## src/rtl/spi_reg_slave.sv

```systemverilog
`default_nettype none
// ============================================================================
//  Module   : spi_reg_slave
//  Purpose  : SPI mode-0 responder that decodes a flash-like byte command
//             protocol (0x02 write, 0x03 read, 0x9F read-ID) and exposes a
//             byte-wide register read/write port with address auto-increment.
//  Option   : define SPI_REG_SLAVE_FAST_READ_EN to accept 0x0B fast read
//             (address byte, one dummy byte, then read data).
//  Revision : 1.0 - initial release
// ============================================================================
module spi_reg_slave #(
  parameter int         ADDR_W    = 8,
  parameter logic [7:0] DEVICE_ID = 8'hA5
) (
  input  logic              clk_in_clk,
  input  logic              reset_reset_n,
  input  logic              spi_SCLK,
  input  logic              spi_MOSI,
  input  logic              spi_SS_n,
  output logic              spi_MISO,
  output logic              spi_MISO_oe,
  output logic [ADDR_W-1:0] reg_addr,
  output logic [7:0]        reg_wr_data,
  output logic              reg_wr_strobe,
  output logic              reg_rd_strobe,
  input  logic [7:0]        reg_rd_data
);

  localparam logic [7:0]        C_CMD_WRITE = 8'h02;
  localparam logic [7:0]        C_CMD_READ  = 8'h03;
  localparam logic [7:0]        C_CMD_RDID  = 8'h9F;
`ifdef SPI_REG_SLAVE_FAST_READ_EN
  localparam logic [7:0]        C_CMD_FREAD = 8'h0B;
`endif
  localparam logic [ADDR_W-1:0] C_ADDR_ONE  = {{(ADDR_W-1){1'b0}}, 1'b1};

`ifdef SPI_REG_SLAVE_FAST_READ_EN
  typedef enum logic [3:0] {
    S_IDLE, S_CMD, S_WADDR, S_WDATA, S_RADDR, S_RDATA, S_ID, S_IGNORE,
    S_FADDR, S_RDUMMY
  } state_t;
`else
  typedef enum logic [3:0] {
    S_IDLE, S_CMD, S_WADDR, S_WDATA, S_RADDR, S_RDATA, S_ID, S_IGNORE
  } state_t;
`endif

  // Synchroniser chains: [0],[1] are the two sync stages, [2] is history.
  logic [2:0] sclk_pipe_q, sclk_pipe_d;
  logic [2:0] mosi_pipe_q, mosi_pipe_d;
  logic [2:0] ss_pipe_q,   ss_pipe_d;
  // Marks when the SS_n chain reflects the pin rather than its reset value.
  logic [1:0] sync_vld_q,  sync_vld_d;
  // Set once SS_n has been seen high since reset, so a select that was
  // already active during reset never starts a transaction.
  logic       armed_q,     armed_d;

  state_t              state_q,   state_d;
  logic [2:0]          bit_cnt_q, bit_cnt_d;
  logic [6:0]          rx_q,      rx_d;
  logic [7:0]          tx_q,      tx_d;
  logic [ADDR_W-1:0]   addr_q,    addr_d;
  logic [7:0]          wr_data_q, wr_data_d;
  logic                wr_stb_q,  wr_stb_d;
  logic                rd_stb_q,  rd_stb_d;
  logic                rd_pend_q, rd_pend_d;

  logic       sclk_rise;
  logic       sclk_fall;
  logic       mosi_bit;
  logic       ss_n_sync;
  logic       ss_fall;
  logic       byte_done;
  logic [7:0] rx_byte;

  assign sclk_rise = sclk_pipe_q[1] & ~sclk_pipe_q[2];
  assign sclk_fall = ~sclk_pipe_q[1] & sclk_pipe_q[2];
  assign mosi_bit  = mosi_pipe_q[2];
  assign ss_n_sync = ss_pipe_q[1];
  assign ss_fall   = armed_q & ~ss_pipe_q[1] & ss_pipe_q[2];
  assign rx_byte   = {rx_q, mosi_bit};

  // Next values of the pin synchronisers and the select-arming flag.
  always_comb begin
    sclk_pipe_d = {sclk_pipe_q[1:0], spi_SCLK};
    mosi_pipe_d = {mosi_pipe_q[1:0], spi_MOSI};
    ss_pipe_d   = {ss_pipe_q[1:0],   spi_SS_n};
    sync_vld_d  = {sync_vld_q[0], 1'b1};
    armed_d     = armed_q | (sync_vld_q[1] & ss_n_sync);
  end

  // Command decoder, shifters, address handling and strobe generation.
  always_comb begin
    state_d   = state_q;
    bit_cnt_d = bit_cnt_q;
    rx_d      = rx_q;
    tx_d      = tx_q;
    addr_d    = addr_q;
    wr_data_d = wr_data_q;
    wr_stb_d  = 1'b0;
    rd_stb_d  = 1'b0;
    rd_pend_d = rd_stb_q;
    byte_done = 1'b0;

    // The written address stays on reg_addr during the strobe, then advances.
    if (wr_stb_q) begin
      addr_d = addr_q + C_ADDR_ONE;
    end

    if (state_q == S_IDLE) begin
      if (ss_fall) begin
        state_d   = S_CMD;
        bit_cnt_d = 3'd0;
        tx_d      = 8'h00;
      end
    end else if (ss_n_sync) begin
      // Deselect wins over everything, including a byte finishing now.
      state_d   = S_IDLE;
      bit_cnt_d = 3'd0;
    end else begin
      if (sclk_rise) begin
        rx_d      = rx_byte[6:0];
        bit_cnt_d = bit_cnt_q + 3'd1;
        byte_done = (bit_cnt_q == 3'd7);
      end

      // A counter of 0 means the MSB of a freshly loaded byte is on MISO and
      // must survive the trailing fall of the previous byte.
      if (sclk_fall && (bit_cnt_q != 3'd0) &&
          ((state_q == S_RDATA) || (state_q == S_ID))) begin
        tx_d = {tx_q[6:0], 1'b0};
      end

      if (byte_done) begin
        case (state_q)
          S_CMD: begin
            case (rx_byte)
              C_CMD_WRITE: state_d = S_WADDR;
              C_CMD_READ:  state_d = S_RADDR;
              C_CMD_RDID: begin
                state_d = S_ID;
                tx_d    = DEVICE_ID;
              end
`ifdef SPI_REG_SLAVE_FAST_READ_EN
              C_CMD_FREAD: state_d = S_FADDR;
`endif
              default:     state_d = S_IGNORE;
            endcase
          end
          S_WADDR: begin
            addr_d  = rx_byte[ADDR_W-1:0];
            state_d = S_WDATA;
          end
          S_WDATA: begin
            wr_data_d = rx_byte;
            wr_stb_d  = 1'b1;
          end
          S_RADDR: begin
            addr_d   = rx_byte[ADDR_W-1:0];
            rd_stb_d = 1'b1;
            state_d  = S_RDATA;
          end
`ifdef SPI_REG_SLAVE_FAST_READ_EN
          // First fetch is issued now so data is ready after the dummy byte.
          S_FADDR: begin
            addr_d   = rx_byte[ADDR_W-1:0];
            rd_stb_d = 1'b1;
            state_d  = S_RDUMMY;
          end
          S_RDUMMY: begin
            state_d = S_RDATA;
          end
`endif
          S_RDATA: begin
            addr_d   = addr_q + C_ADDR_ONE;
            rd_stb_d = 1'b1;
          end
          S_ID: begin
            tx_d = DEVICE_ID;
          end
          default: begin
          end
        endcase
      end
    end

    // Register-file data arrives the cycle after the read strobe.
    if (rd_pend_q) begin
      tx_d = reg_rd_data;
    end
  end

  // State register for the synchronisers, FSM and datapath.
  always_ff @(posedge clk_in_clk) begin
    if (!reset_reset_n) begin
      sclk_pipe_q <= 3'b000;
      mosi_pipe_q <= 3'b000;
      ss_pipe_q   <= 3'b111;
      sync_vld_q  <= 2'b00;
      armed_q     <= 1'b0;
      state_q     <= S_IDLE;
      bit_cnt_q   <= 3'd0;
      rx_q        <= 7'd0;
      tx_q        <= 8'h00;
      addr_q      <= '0;
      wr_data_q   <= 8'h00;
      wr_stb_q    <= 1'b0;
      rd_stb_q    <= 1'b0;
      rd_pend_q   <= 1'b0;
    end else begin
      sclk_pipe_q <= sclk_pipe_d;
      mosi_pipe_q <= mosi_pipe_d;
      ss_pipe_q   <= ss_pipe_d;
      sync_vld_q  <= sync_vld_d;
      armed_q     <= armed_d;
      state_q     <= state_d;
      bit_cnt_q   <= bit_cnt_d;
      rx_q        <= rx_d;
      tx_q        <= tx_d;
      addr_q      <= addr_d;
      wr_data_q   <= wr_data_d;
      wr_stb_q    <= wr_stb_d;
      rd_stb_q    <= rd_stb_d;
      rd_pend_q   <= rd_pend_d;
    end
  end

  assign spi_MISO_oe   = ~ss_n_sync;
  assign spi_MISO      = ~ss_n_sync & tx_q[7] &
                         ((state_q == S_RDATA) || (state_q == S_ID));
  assign reg_addr      = addr_q;
  assign reg_wr_data   = wr_data_q;
  assign reg_wr_strobe = wr_stb_q;
  assign reg_rd_strobe = rd_stb_q;

endmodule
`default_nettype wire

```

## config.mk

```make
export PLATFORM = sky130hd
export DESIGN_NAME = spi_reg_slave
export DESIGN_NICKNAME = d
export VERILOG_FILES = /design/src/rtl/spi_reg_slave.sv
export SDC_FILE = /design/constraint.sdc
export NUM_CORES = 1
export LEC_CHECK = 0
export ABC_AREA = 1
export CORE_MARGIN = 10
export CORE_UTILIZATION = 30
export CTS_BUF_LIST = sky130_fd_sc_hd__clkbuf_2
export DETAILED_ROUTE_END_ITERATION = 10
export GPL_TIMING_DRIVEN = 0
export PLACE_DENSITY_LB_ADDON = 0.12
export SYNTH_ARGS = -nofsm -noshare
export SYNTH_HDL_FRONTEND = slang
export SYNTH_SLANG_ARGS = --single-unit
```

## constraint.sdc

```tcl
create_clock -name clk_in_clk -period 1.78 [get_ports clk_in_clk]
set_clock_uncertainty 0.15 [all_clocks]
set_input_delay 0.356 -clock clk_in_clk [delete_from_list [all_inputs] [get_ports clk_in_clk]]
set_output_delay 0.356 -clock clk_in_clk [all_outputs]
set_load 0.05 [all_outputs]
```

## Yosys cells after proc, flatten, opt, wreduce, memory -nomap -nowiden

Index checks and enable logic that the tools add are counted.

| storage, ports and cells | value |
|---|---|
| input bits | 13 |
| output and inout bits | 20 |
| register bits after elaboration | 53 |
| logic and storage cells | 89 |

| operators by class | value |
|---|---|
| reduce and logical (&&, ||, !) cells | 16 |
| add/sub/neg operators | 2 |
| mux-type cells | 29 |
| bitwise logic cells | 14 |
| equal/unequal tests | 13 |

Operator list:

| kind | number |
|---|---|
| 2-to-1 mux 8 bit | 11 |
| case mux 8 bit (2 select lines) | 2 |
| == test 8 x 2 -> 1 bit, second input constant | 2 |
| 2-to-1 mux 4 bit | 4 |
| == test 4 x 3 -> 1 bit, second input constant | 3 |
| 2-to-1 mux 3 bit | 4 |
| case mux 4 bit (3 select lines) | 1 |
| case mux 3 bit (3 select lines) | 1 |
| nonzero test 3 bit | 3 |
| adder 8 x 1 -> 8 bit, second input constant | 1 |
| == test 4 x 2 -> 1 bit, second input constant | 2 |
| == test 8 bit, second input constant | 1 |
| AND 1 bit | 7 |
| 2-to-1 mux 1 bit | 6 |
| inverter 1 bit | 6 |
| AND reduction 3 bit | 2 |
| nonzero test 5 bit | 1 |
| == test 4 x 1 -> 1 bit, second input constant | 1 |
| logical NOT 4 bit | 1 |
| AND reduction 2 bit | 2 |
| AND reduction 4 bit | 1 |
| OR reduction 2 bit | 2 |
| OR reduction 4 bit | 1 |
| adder 3 x 1 -> 3 bit, second input constant | 1 |
| 7 further kinds | 8 |

## Depth between registers and ports, before layout

Gate-level depths: netlist (run 1).

| logic depth | value |
|---|---|
| depth in word-level cells | 11 |
| gate-level depth with buffers | 11 |
| mapped depth without buffers | 11 |

## Worst setup path after synthesis (run 1)

Ideal clock, no wire load.

| path | value |
|---|---|
| path kind | flip-flop to output port |
| start point | register ss_pipe_q[1] |
| end point | output port spi_MISO |
| required time | 1.274 ns |
| path buffers | 0 |
| slack | -0.164 ns |
| data arrival time | 1.438 ns |
| cell stages (with the launch flop) | 4 |
| cell sequence | dfxtp_1 -> inv_2 -> nand2_1 -> a21oi_1 |

| between the ends | value |
|---|---|
| word-level cells in the longest chain between the ends | 3 |

Ends and longest elaborated chain:

| item | RTL line | text |
|---|---|---|
| from (decl) | 51 | `logic [2:0] ss_pipe_q, ss_pipe_d;` |
| from (signal assigned) | 213 | `ss_pipe_q <= ss_pipe_d;` |
| inverter 1 bit (no line) | - |  |
| via spi_MISO_oe | 21 | `output logic spi_MISO_oe,` |
| AND 1 bit (2 in series) | 229 | `assign spi_MISO = ~ss_n_sync & tx_q[7] &` |
| to (decl) | 20 | `output logic spi_MISO,` |

The timed path passes the listed nets, and every way through them passes these cells.

## Worst setup path in the final report (run 1)

| path | value |
|---|---|
| start point | register state_q[0] |
| end point | output port spi_MISO |

| between the ends | value |
|---|---|
| word-level cells in the longest chain between the ends | 3 |
| elaborated cells on any way between the ends | 4 |
| classes of those cells | 2 x eq/ne; 1 x bitwise; 1 x reduce/logical |

Ends and longest elaborated chain:

| item | RTL line | text |
|---|---|---|
| from (decl) | 58 | `state_t state_q, state_d;` |
| from (signal assigned) | 216 | `state_q <= state_d;` |
| == test 4 x 3 -> 1 bit | 230 | `((state_q == S_RDATA) \|\| (state_q == S_ID));` |
| logical OR 1 bit (*) | 230 |  |
| AND 1 bit (*) | 229 |  |

Every way passes the cells marked *; elsewhere a longest branch is shown, timed or not.

==> results.json, run 1 <==
{
  "cts.sinks": 52,
  "timing.final.crit_share_pct": 106,
  "synth_area_mm2": 0.00262,
  "cp_slowest_stage_delay_ns": 0.45,
  "cts_root_buf": "clkbuf_2",
  "synth_cells": 382,
  "status": "finished with violations",
  "path_class": "reg2out",
  "grt_pass1_vias": 2501,
  "fin_crit_ns": 1.89,
  "drive_gt1_share_pct": 22.3,
  "path_buf_inv": 2,
  "port_buffers": 32,
  "leakage_nw": 1.51,
  "finalSetupViolations": 1,
  "rsz0062_at_grt": "true",
  "max_cap_viol_count": 0,
  "dp_hpwl_um": 5090,
  "fin_cells": 539,
  "drc": 0,
  "placedCellCount": 522,
  "hold_viol_final": 0,
  "crit_slowest_cell": "dfxtp_4",
  "startpoint_type": "flop",
  "tightest_slew_ns": 0.521,
  "die_h_um": 113,
  "power.total_mw": 2.41,
  "grt_usage_pct": 11.3,
  "numCtsBuffers": 5,
  "postRouteAntennaNets": 0,
  "fmax_mhz": 528,
  "diodes": 0,
  "gp_congestion": 0.847,
  "post_synth.cell_area_avg_um2": 6.86,
  "holdBufCountCts": 0,
  "wirelength_um": 7110,
  "grt_pass1_wl_um": 12200,
  "p_per_area_mw_per_mm2": 735,
  "core_area_mm2": 0.00859,
  "max-vdd-ir-drop_mv": 0.296,
  "synth-seq-area-share_pct": 39.8,
  "hold_class": "in2reg",
  "layout_setup_ws_ns": -0.113,
  "initial_utilization_pct": 30.5,
  "ys_seq_elements": 52,
  "htree_levels": 2,
  "die_x_um": 113,
  "violations": "negative setup slack",
  "slew_viol_final": 0,
  "nets": 447,
  "crit_path_end_kind": "output port",
  "routed_via_density": 4.63,
  "grt_overflow": 0,
  "path_max_fanout": 2,
  "wl_per_cell_um": 13.2,
  "grt_start_max_net_pins": 17,
  "crit_chain": "buf_12 -> nand3_4 -> a21oi_4 -> buf_6",
  "clkTransAtPathRegs_ns": 0.27,
  "grt_antenna_before_repair": 0,
  "crit_arrival_ns": 1.39,
  "dr.pass1.iters": 4,
  "num_vias": 2493,
  "cts_tree": "done",
  "clk_path_buf_depth": 2,
  "rows": 34,
  "insertion_delay_ns": 0.47,
  "required_ns": 1.27,
  "relSlewSlack_pct": 65.3,
  "dr.first_iter.drc_count": 88,
  "die_area_mm2": 0.0129,
  "yosysUniqueCellTypes": 29,
  "nFillCells": 952,
  "syn_nets": 399,
  "area_growth_pct": 25.4,
  "yosys_warnings": 0,
  "design.portCount": 33,
  "critPathTopFamily": "flip-flops"
}
[flip-flops by register name (all words and copies together) (netlist names)]
register,cells
reg_wr_strobe,1
tx_q,8
ss_pipe_q,3
reg_wr_data,8
rx_q,7
armed_q,1
reg_rd_strobe,1
mosi_pipe_q,3
state_q,3
reg_addr,8
rd_pend_q,1
bit_cnt_q,3
sclk_pipe_q,3
sync_vld_q,2
[worst register-to-register path: stages (launching register included)]
cell and delay, ns:
dfxtp_4 0.44, buf_4 0.14, nor2_2 0.14, nand2_4 0.08, nand2_4 0.16, inv_2 0.10
nand2_4 0.13, nand3_2 0.12, nand2_1 0.09, nand2_1 0.05, a21oi_1 0.10
[logic make-up after synthesis]
group	Yosys count	synth area share, %
simple gates	189	32.0
xor+xnor	4	1.34
buf+inv	54	8.31
flops	52	39.8
fa+ha+maj	4	1.91
compound gates	79	16.7
[cell type report]
class	instances	area, µm²	area share, %
multi-input cells	276	1480	45.0
flip-flops and latches	52	1060	32.4
repair buffers	42	334	10.2
inverters	44	175	5.33
well taps	108	135	4.11
plain buffers	9	57.6	1.75
clock buffers	5	25.0	0.762
clock inverters	3	17.5	0.533
[final timing paths]
path | startpoint | endpoint | slack, ns | cells after the start
hold / removal | spi_SCLK | sclk_pipe_q[0] | 0.24 | 3
setup / recovery | state_q[0] | spi_MISO | -0.11 | 4
hold reg to reg | mosi_pipe_q[1] | mosi_pipe_q[2] | 0.27 | 2
setup reg to reg | state_q[1] | state_q[0] | 0.06 | 10
[repair_timing]
| item | 4_1_cts | 5_1_grt |
|---|---|---|
| setup endpoints to repair | 25 | 38 |
| pin swaps | 2 | 7 |
| gates resized for setup | 105 | 52 |
| setup buffers | 6 | 4 |
[routing by layer]
layer	share of wire, %	vias to the layer above	wire length (µm)	global-route usage, %
met4	1.3	0	93	3.98
met5	0	-	0	0
li1	-	1325	-	-
met3	4.9	7	348	2.83
met1	48	1120	3410	14.5
met2	46	41	3260	18.1
[Yosys cell counts]
cell | number | area share, %
nand3_1 | 28 | 5.4
clkbuf_1 | 6 | 0.86
nor2_2 | 2 | 0.48
ha_1 | 4 | 1.9
o21a_1 | 1 | 0.29
or2_2 | 2 | 0.48
a21oi_2 | 2 | 0.67
buf_2 | 3 | 0.57
o21ai_1 | 2 | 0.38
xor2_1 | 4 | 1.3
a22oi_1 | 3 | 0.86
nand2_2 | 4 | 0.96
inv_2 | 5 | 0.72
inv_1 | 39 | 5.6
dfxtp_1 | 52 | 40
nand3_2 | 1 | 0.38
nand4_1 | 3 | 0.72
a21oi_4 | 1 | 0.62
nand2_1 | 118 | 17
buf_8 | 1 | 0.57
o211ai_1 | 2 | 0.57
nor2_8 | 2 | 1.5
o21ai_0 | 23 | 4.4
nor3_1 | 1 | 0.19
o21ai_2 | 2 | 0.67
a21oi_1 | 43 | 8.2
nand3b_1 | 1 | 0.29
nand2_4 | 3 | 1.3
nor2_1 | 24 | 3.4
[report_power, final]
group	switching, mW	total [mW]	internal, mW
sequential	0.0607	1.28	1.22
combinational	0.397	0.627	0.230
clock	0.408	0.504	0.0963
total	0.866	2.41	1.55
[metrics by stage]
step	setup WS [ns]	area, µm²	hold WS (ns)	util [%]	TNS [ns]
after floorplan	0.0610	2630	0.234	-	0
after global placement	-0.429	3080	0.242	35.8	-6.13
after detailed placement	-0.414	3080	0.250	35.8	-6.55
after CTS	-0.132	3220	0.217	37.5	-0.132
after global routing	-0.174	3280	0.196	38.2	-0.798
final	-0.113	3280	0.236	38.2	-0.113
[cell usage in the layout, fill, tap and decap left out, types with 2 or more instances in the layout]
| master | n |
|---|---|
| a21oi_1 | 38 |
| a21oi_2 | 6 |
| a21oi_4 | 2 |
| a22oi_1 | 3 |
| buf_2 | 17 |
| buf_4 | 8 |
| buf_6 | 4 |
| clkbuf_1 | 3 |
| clkbuf_2 | 7 |
| clkbuf_4 | 2 |
| clkdlybuf4s50_1 | 12 |
| dfxtp_1 | 42 |
| dfxtp_2 | 6 |
| dfxtp_4 | 4 |
| ha_2 | 2 |
| inv_1 | 38 |
| inv_2 | 3 |
| inv_4 | 2 |
| inv_6 | 2 |
| nand2_1 | 113 |
| nand2_2 | 6 |
| nand2_4 | 6 |
| nand3_1 | 23 |
| nand3_2 | 4 |
| nand3_4 | 2 |
| nand4_1 | 3 |
| nor2_1 | 24 |
| nor2_8 | 2 |
| o211ai_1 | 2 |
| o21ai_0 | 22 |
| o21ai_1 | 3 |
| o21ai_2 | 2 |
| or2_2 | 2 |
| xor2_1 | 4 |
Power figures use the tool's default switching activity.
==> run 2: changes to the inputs <==
CELL_PAD_IN_SITES_DETAIL_PLACEMENT = 0   (was unset)
CELL_PAD_IN_SITES_GLOBAL_PLACEMENT = 2   (was unset)
==> results.json, run 2 (synthesized netlist as in run 1, its figures left out) <==
{
  "rrSetupSlack_ns": 0.02,
  "drc": 0,
  "path_class": "reg2out",
  "reg2reg_to": "reg_wr_data[6]",
  "startpoint": "state_q[2]",
  "hold_class": "in2reg",
  "grt_pass1_vias": 2401,
  "wl_per_cell_um": 14.0,
  "tightest_slew_ns": 0.555,
  "placedCellCount": 522,
  "swShare_pct": 34.7,
  "power.total_mw": 2.60,
  "cts_tree": "done",
  "crit_path_end_kind": "output port",
  "numCtsBuffers": 5,
  "routed_via_density": 4.60,
  "status": "finished with violations",
  "gp_congestion": 0.814,
  "die_area_mm2": 0.0129,
  "dr.first_iter.drc_count": 90,
  "max-vdd-ir-drop_mv": 0.399,
  "dr.pass1.iters": 4,
  "cts.sinks": 52,
  "fin_hold_ws_ns": 0.247,
  "crit_end": "spi_MISO",
  "port_buffers": 32,
  "grt_start_max_net_pins": 17,
  "hold_viol_final": 0,
  "clk_path_buf_depth": 2,
  "violations": "negative setup slack",
  "rows": 34,
  "wirelength_um": 7620,
  "htree_levels": 2,
  "drive_gt1_share_pct": 23.1,
  "slew_viol_final": 0,
  "required_ns": 1.27,
  "postRouteAntennaNets": 0,
  "seq_power_share_pct": 49.3,
  "finalSetupViolations": 1,
  "grt_antenna_before_repair": 0,
  "dp_hpwl_um": 5440,
  "core_area_mm2": 0.00859,
  "clkTransAtPathRegs_ns": 0.28,
  "path_max_fanout": 6,
  "insertion_delay_ns": 0.46,
  "diodes": 0,
  "max_cap_viol_count": 0,
  "layout_commonest_cell": "nand2_1",
  "startpoint_type": "flop",
  "power_switching_mw": 0.901,
  "nets": 454,
  "fin_crit_ns": 1.89,
  "reg2reg_depth": 11,
  "layout_setup_ws_ns": -0.105,
  "area_growth_pct": 29.1,
  "p_per_area_mw_per_mm2": 768,
  "die_h_um": 113,
  "comb_power_share_pct": 24.8,
  "leakage_nw": 1.54,
  "grt_usage_pct": 11.5,
  "nFillCells": 957,
  "crit_arrival_ns": 1.38,
  "grt_pass1_wl_um": 12200,
  "grt_overflow": 0,
  "design.portCount": 33,
  "cts_root_buf": "clkbuf_2",
  "final_cell_mix": "nand2_1, dfxtp_1, inv_1, a21oi_1, nand3_1",
  "p_int_mw": 1.69,
  "num_vias": 2513,
  "fmax_mhz": 530,
  "fin_cells": 546,
  "die_x_um": 113,
  "timing.final.crit_share_pct": 106,
  "power_frac_clock_pct": 25.9,
  "rsz0062_at_grt": "true",
  "r2r_start": "state_q[1]",
  "relSlewSlack_pct": 63.0,
  "initial_utilization_pct": 30.5
}
run 2: how the worst min path moves through the flow:
stage | startpoint | to | slack, ns | cells after the start
global placement | sync_vld_q[0] | sync_vld_q[1] | 0.24 | 2
detailed placement | ss_pipe_q[0] | ss_pipe_q[1] | 0.25 | 1
floorplan | reset_reset_n | sync_vld_q[0] | 0.23 | 0
CTS | spi_SCLK | sclk_pipe_q[0] | 0.20 | 3
global route | spi_SCLK | sclk_pipe_q[0] | 0.21 | 3
finish | spi_MOSI | mosi_pipe_q[0] | 0.25 | 3
run 2: repair_timing:
| action | in CTS | in global routing |
|---|---|---|
| gates resized for setup | 116 | 48 |
| buffers inserted | 7 | 8 |
| cloned | 0 | 1 |
| hold buffers | 0 | 0 |
| endpoints found under the setup margin | 28 | 39 |
| pin swaps | 4 | 4 |
run 2: through the flow:
step	area, µm²	setup WS [ns]	utilization, %	setup TNS, ns
floorplan	2630	0.0610	-	0
global placement	3080	-0.444	35.8	-8.80
detailed placement	3080	-0.435	35.8	-8.56
CTS	3260	-0.150	37.9	-0.209
global route	3380	-0.201	39.3	-0.610
finish	3380	-0.105	39.3	-0.105
run 2: power groups by stage:
stage          logic [mW]  clock network [mW]  registers [mW]
4_1_cts             0.593               0.706            1.28
5_1_grt             0.716               0.735            1.29
3_5_place_dp        0.541                   0            1.28
6_report            0.643               0.672            1.28
2_1_floorplan       0.356                   0            1.31
3_3_place_gp        0.543                   0            1.28
run 2: worst max-delay path, cell delays in order, from the launching register on:
cell     delay [ns]
dfxtp_2        0.50
nand3_4        0.10
a21oi_2        0.16
buf_6          0.17
run 2: metal layers:
| metal | share of wire [%] | GRT usage [%] | up-vias |
|---|---|---|---|
| li1 | - | - | 1343 |
| met5 | 0 | 0 | - |
| met2 | 46 | 18.9 | 34 |
| met4 | 1.3 | 3.55 | 0 |
| met3 | 3.7 | 2.57 | 8 |
| met1 | 49 | 14.7 | 1128 |
run 2: area by class of cell:
cell class	instances	area (µm²)	area share [%]
Multi-Input combinational cell	276	1490	44.0
Sequential cell	52	1060	31.3
Timing Repair Buffer	48	392	11.6
Inverter	44	173	5.11
Tap cell	108	135	4.00
Buffer	10	65.1	1.92
Clock inverter	2	38.8	1.15
Clock buffer	6	30.0	0.888
